File: src/rtl/dm_lane_unit.sv
// Data-memory lane unit: combinational store lane alignment and registered load extraction.
// Optional alignment checking is enabled with the DM_ALIGN_CHECK_EN macro.
module dm_lane_unit #(
    parameter int TYPE_W = 6
) (
    input  logic              clk,
    input  logic              reset,
    input  logic [TYPE_W-1:0] dm_type,
    input  logic [1:0]        addr_low,
    input  logic              we,
    input  logic              re,
    input  logic [31:0]       wd,
    input  logic [31:0]       mem_rdata,
    output logic [31:0]       mem_wdata,
    output logic [3:0]        mem_be,
    output logic [31:0]       rd,
    output logic              rd_valid
`ifdef DM_ALIGN_CHECK_EN
    ,
    output logic              misalign
`endif
);

    localparam logic [TYPE_W-1:0] T_WORD   = TYPE_W'(0);
    localparam logic [TYPE_W-1:0] T_HALF_S = TYPE_W'(1);
    localparam logic [TYPE_W-1:0] T_HALF_U = TYPE_W'(2);
    localparam logic [TYPE_W-1:0] T_BYTE_S = TYPE_W'(3);
    localparam logic [TYPE_W-1:0] T_BYTE_U = TYPE_W'(4);

    logic        is_word;
    logic        is_half;
    logic        is_byte;
    logic        is_signed;
    logic        mis;
    logic        capture;
    logic [15:0] half_sel;
    logic [7:0]  byte_sel;
    logic [31:0] load_ext;

    assign is_word   = (dm_type == T_WORD);
    assign is_half   = (dm_type == T_HALF_S) || (dm_type == T_HALF_U);
    assign is_byte   = (dm_type == T_BYTE_S) || (dm_type == T_BYTE_U);
    assign is_signed = (dm_type == T_HALF_S) || (dm_type == T_BYTE_S);

`ifdef DM_ALIGN_CHECK_EN
    assign mis      = (is_half && addr_low[0]) || (is_word && (addr_low != 2'b00));
    assign misalign = mis;
`else
    assign mis = 1'b0;
`endif

    // Store path: replicate the data across all lanes, enables pick the target lanes.
    always_comb begin
        // NOTE: every output gets a default first so no path leaves it unassigned (no latch).
        mem_wdata = '0;
        mem_be    = '0;
        if (we && !mis) begin
            if (is_word) begin
                mem_wdata = wd;
                mem_be    = 4'b1111;
            end else if (is_half) begin
                mem_wdata = {2{wd[15:0]}};
                mem_be    = addr_low[1] ? 4'b1100 : 4'b0011;
            end else if (is_byte) begin
                mem_wdata = {4{wd[7:0]}};
                mem_be    = 4'b0001 << addr_low;
            end
        end
    end

    // Load path: select the addressed lane, then sign- or zero-extend.
    always_comb begin
        half_sel = addr_low[1] ? mem_rdata[31:16] : mem_rdata[15:0];
        byte_sel = mem_rdata[{addr_low, 3'b000} +: 8];
        if (is_word) begin
            load_ext = mem_rdata;
        end else if (is_half) begin
            load_ext = {{16{is_signed && half_sel[15]}}, half_sel};
        end else begin
            load_ext = {{24{is_signed && byte_sel[7]}}, byte_sel};
        end
    end

    assign capture = re && (is_word || is_half || is_byte) && !mis;

    always_ff @(posedge clk or negedge reset) begin
        if (!reset) begin
            rd       <= '0;
            rd_valid <= 1'b0;
        end else begin
            // NOTE: non-blocking assignments keep register updates order-independent.
            rd_valid <= capture;
            if (capture) begin
                rd <= load_ext;
            end
        end
    end

endmodule

File: config.mk
export PLATFORM = sky130hd
export DESIGN_NAME = dm_lane_unit
export DESIGN_NICKNAME = d
export VERILOG_FILES = /design/src/rtl/dm_lane_unit.sv
export SDC_FILE = /design/constraint.sdc
export NUM_CORES = 1
export LEC_CHECK = 0
export BUFFER_PORTS_ARGS = -buffer_cell sky130_fd_sc_hd__buf_2
export CAP_MARGIN = 20
export CORE_UTILIZATION = 40
export DETAILED_ROUTE_END_ITERATION = 8
export HOLD_SLACK_MARGIN = 0.1
export PLACE_DENSITY = 0.88
export SLEW_MARGIN = 40
export SYNTH_ARGS = -nofsm -noshare
export SYNTH_HDL_FRONTEND = slang
export SYNTH_SLANG_ARGS = --single-unit
File: constraint.sdc
create_clock -name clk -period 1.44 [get_ports clk]
set_input_delay 0.072 -clock clk [delete_from_list [all_inputs] [get_ports clk]]
set_output_delay 0.072 -clock clk [all_outputs]
set_load 0.02 [all_outputs]
# Word-level counts from Yosys, hierarchy flattened
# Cells that the tools add are included.
[op_classes]
mux = 12
n_shift = 2
reduce_logical = 9
n_eq_ne = 4
[ops]
columns = ["operator", "n"]
rows = [
  ["$mux W32", 6],
  ["$shiftx A32 B6 Y8", 1],
  ["$mux W4", 5],
  ["$mux W16", 1],
  ["$eq A6 B2 Y1 const B", 2],
  ["$eq A6 B1 Y1 const B", 1],
  ["$eq A6 B3 Y1 const B", 1],
  ["$logic_not A6 Y1", 1],
  ["$logic_or A1 B1 Y1", 5],
  ["$shl A1 B2 Y4 const A", 1],
  ["$logic_and A1 B1 Y1", 3],
]
[word_totals]
regBits = 33
out_inout_bits = 69
in_bits = 76
word_cells = 29

# Depth between registers and ports, before layout
[depth]
word_depth = 6
mapped_depth = 7
mapped_depth_nobuf = 5

# Least setup slack after synthesis
# Ideal clock, no wire load.
[synth_path]
path_type = "input port to output port"
from = "input port dm_type[0]"
to = "output port mem_be[1]"
t_required_ns = 1.368
setup_slack_ns = -0.349
stages = 6
arrival_time_ns = 1.717
path_buffers = 2
cell_sequence = "buf_2 -> or3b_2 -> a21oi_1 -> buf_2 -> nand3b_1 -> a21boi_0"
[synth_via]
elab_chain_len = 6
[synth_rtl]
columns = ["element", "line_no", "rtl"]
rows = [
  ["start: declaration", "8", "input logic [TYPE_W-1:0] dm_type,"],
  ["$eq A6 B2 Y1 or $eq A6 B3 Y1 (tied branches)", "42", "assign is_byte = (dm_type == T_BYTE_S) || (dm_type == T_BYTE_U);"],
  ["$logic_or A1 B1 Y1", "42", ""],
  ["$mux W4", "64", "end else if (is_byte) begin"],
  ["$mux W4", "61", "end else if (is_half) begin"],
  ["$mux W4 (*)", "58", "if (is_word) begin"],
  ["$mux W4 (*)", "57", "if (we && !mis) begin"],
  ["end: declaration", "15", "output logic [3:0] mem_be,"],
]
# Every way passes the cells marked *; elsewhere a longest branch is shown, timed or not.

# Final worst setup path
[layout_path]
from = "input port dm_type[1]"
to = "output port mem_wdata[25]"
[layout_via]
elab_chain_len = 6
[layout_rtl]
columns = ["element", "line_no", "rtl"]
rows = [
  ["$eq A6 B2 Y1 or $eq A6 B3 Y1 (tied branches)", "42", ""],
  ["$logic_or A1 B1 Y1", "42", ""],
  ["$mux W32", "64", ""],
  ["$mux W32", "61", ""],
  ["$mux W32 (*)", "58", ""],
  ["$mux W32 (*)", "57", ""],
  ["end: declaration", "14", "output logic [31:0] mem_wdata,"],
]
# Marks and branches as above.

==> reports/metrics.yaml <==
global_routing:
  grt_max_degree: 34
  met3_usage: 0.0823
  first_global_vias: 3345
  grt-busiest-layer: "met2"
  use_met1: 0.461
  antenna_found_initial: 0
  overflow: 0
  track_usage: 0.361
  grt_pass1_wl_um: 17500
  met2_usage: 0.565
cts:
  cts_tree: "yes"
  clockBufferDepth: 2
  clk_latency_ns: 0.28
  cts.sinks: 33
  cts.reportedPaths.clkPinSlew_ns: 0.06
  root_buffer: "clkbuf_8"
  cts_buffers: 5
  h-tree-depth: 2
worst_setup_path:
  critPathKind: "primary input to output pin"
  path_max_fanout: 5
  cp_top_family: "simple AND/OR/NAND/NOR gates"
  crit_path_max_incr_delay_ns: 0.39
  cp.arrival_ns: 1.53
  critPathRequiredTime_ns: 1.37
  cp_num_buf_inv: 3
  path_cells: "buf_2 -> or3_4 -> or2_4 -> o21ai_0 -> buf_4 -> a21oi_4 -> buf_6"
  end_kind: "output pin"
  cp-start-kind: "primary input"
  critical_path.slowest_cell: "or3_4"
logic_synthesis:
  synthFlopType: "dfrtp_1"
  synthCells: 294
  yosysUniqueCellTypes: 47
  syn-cell-area_um2: 2410
  synth-seq-cells: 33
  synth-edff-count: 0
  syn_area_per_cell_um2: 8.21
  async_flop_share: 1.00
  yosysWarnings: 0
  syn_nets: 370
  ys_seq_area_frac: 0.342
route:
  drc: 0
  viasPerCell: 6.51
  dr.pass1.iters: 9
  antenna_left: 0
  routed_wl_um: 12900
  wl_per_cell_um: 22.7
  drt_iter0_markers: 623
  num_vias: 3704
power_and_ir_drop:
  irDropWorstVdd_uv: 810
  power.density_nw_per_um2: 777
  clock_power_share: 0.204
  p_leak_nw: 2.00
  p_comb_frac: 0.430
  switching_share: 0.396
  sequentialPowerShare: 0.367
  p_int_w: 0.00212
  power_switching_w: 0.00139
layout:
  mostFrequentLayoutCell: "buf_2"
  nNetsFinal: 571
  final_area_um2: 4510
  ff_latch_area_um2: 826
  utilization: 0.794
  drive_gt1_frac: 0.586
  syn2layout_area_growth_pct: 86.9
  final_cell_mix: "buf_2, buf_4, dfrtp_1"
  multi_input_area_um2: 1880
  nFillCells: 312
floorplanning:
  start_util: 0.425
  core-area_um2: 5680
  fp.dieArea_um2: 6350
  io_pins: 145
  die_h_um: 79.7
  fp.dieW_um: 79.7
  rows: 27
run:
  drv_cap: 0
placement:
  io_buffers: 144
  routabilityCongestion: 0.939
  post-dp-hpwl_um: 7150
  placed_area_um2: 3680
  dp_slack_ns: -0.246
timing:
  skew_ns: 0
  slew_viol_final: 0
  finalCriticalPeriod_ns: 1.60
  rsz0062_at_grt: "true"
  setup_violations: 35
  hold_violations: 0
  relSlewSlack: 0.510
  post-route-period-util: 1.11
  tightest_slew_ns: 0.735
  max_freq_ghz: 0.624
  fin_ws_ns: -0.163
worst_hold_path:
  worstHoldPathType: "primary input to flop"
run_status:
  outcome: "complete, but fails checks"
  violations: "negative setup slack"
[stage by stage]
step | setup TNS (ns) | hold WS [ns] | std cells | power, W
after floorplan | -0.631 | -0.224 | 294 | 0.00198
after global placement | -6.04 | 0.152 | 529 | 0.00250
after detailed placement | -7.87 | 0.167 | 529 | 0.00254
after CTS | -1.03 | 0.117 | 563 | 0.00333
after global routing | -3.38 | 0.124 | 567 | 0.00362
final | -2.77 | 0.119 | 569 | 0.00350
[synthesized netlist by cell type (2+ instances only)]
master     count  area [um2]
a21oi_1       43         215
nand2_1       42         158
dfrtp_1       33         826
nor2_1        28         105
o21ai_0       13        65.1
a31oi_1       10        62.6
buf_2          9        45.0
nor2b_1        9        56.3
a22oi_1        8        60.1
and2_1         8        50.1
a221o_1        7        70.1
a41oi_1        7        61.3
and3b_1        7        61.3
clkbuf_1       7        26.3
mux2_2         7        78.8
o211ai_1       7        52.6
o2111ai_1      6        52.6
buf_6          4        45.0
nand3_1        4        20.0
a21boi_0       3        22.5
buf_1          3        11.3
nand3b_1       2        15.0
nand4_1        2        12.5
nor2_2         2        12.5
[power groups by stage]
| stage | registers [W] | logic [W] | clock network (W) |
|---|---|---|---|
| after detailed placement | 0.00128 | 0.00126 | 0 |
| after global routing | 0.00130 | 0.00157 | 0.000751 |
| after global placement | 0.00127 | 0.00123 | 0 |
| after floorplan | 0.00154 | 0.000436 | 0 |
| final | 0.00128 | 0.00151 | 0.000714 |
| after CTS | 0.00127 | 0.00137 | 0.000694 |
[final timing paths]
check	end	cells after the start	slack, ns	from
hold / removal	rd[15]$_DFFE_PN0P_	3	0.12	mem_rdata[15]
setup reg to reg	rd[2]$_DFFE_PN0P_	1	0.60	rd[2]$_DFFE_PN0P_
min in group asynchronous	rd[28]$_DFFE_PN0P_	2	0.37	reset
hold reg to reg	rd[6]$_DFFE_PN0P_	1	0.51	rd[6]$_DFFE_PN0P_
setup / recovery	mem_wdata[25]	7	-0.16	dm_type[1]
max in group asynchronous	rd[29]$_DFFE_PN0P_	2	0.57	reset
[area by class of cell]
type,instances,share of cell area
repair buffers,218,0.358
well taps,72,0.0200
inverters,2,0.00167
multi-input cells,235,0.417
diodes,2,0.00111
flip-flops and latches,33,0.183
clock buffers,7,0.0192
[state kept, by name, summed over array words and instances (netlist names)]
signal    count
rd_valid      1
rd           32
[layer usage]
| layer | share of wire | vias up |
|---|---|---|
| met4 | 0.071 | 0 |
| met5 | 0 | - |
| li1 | - | 1490 |
| met3 | 0.11 | 111 |
| met1 | 0.37 | 1780 |
| met2 | 0.45 | 323 |
[cell families (layout without fill, tap and decap cells)]
family / count (synthesis) / count (layout) / share of synthesized area
other cells: 0 / 2 / 0
mux: 8 / 8 / 0.0420
buf+inv: 27 / 227 / 0.0653
xor+xnor: 2 / 2 / 0.00726
simple gates: 113 / 114 / 0.231
compound gates: 111 / 111 / 0.312
flops: 33 / 33 / 0.342
[what timing repair did]
item | 4_1_cts | 5_1_grt
endpoints found under the setup margin | 28 | 44
hold endpoints to repair | 54 | 0
setup buffers | 5 | 3
hold buffers | 22 | 0
pin swaps | 10 | 22
gates cloned | 0 | 1
gates resized for setup | 63 | 60
(Power assumes the default switching activity.)
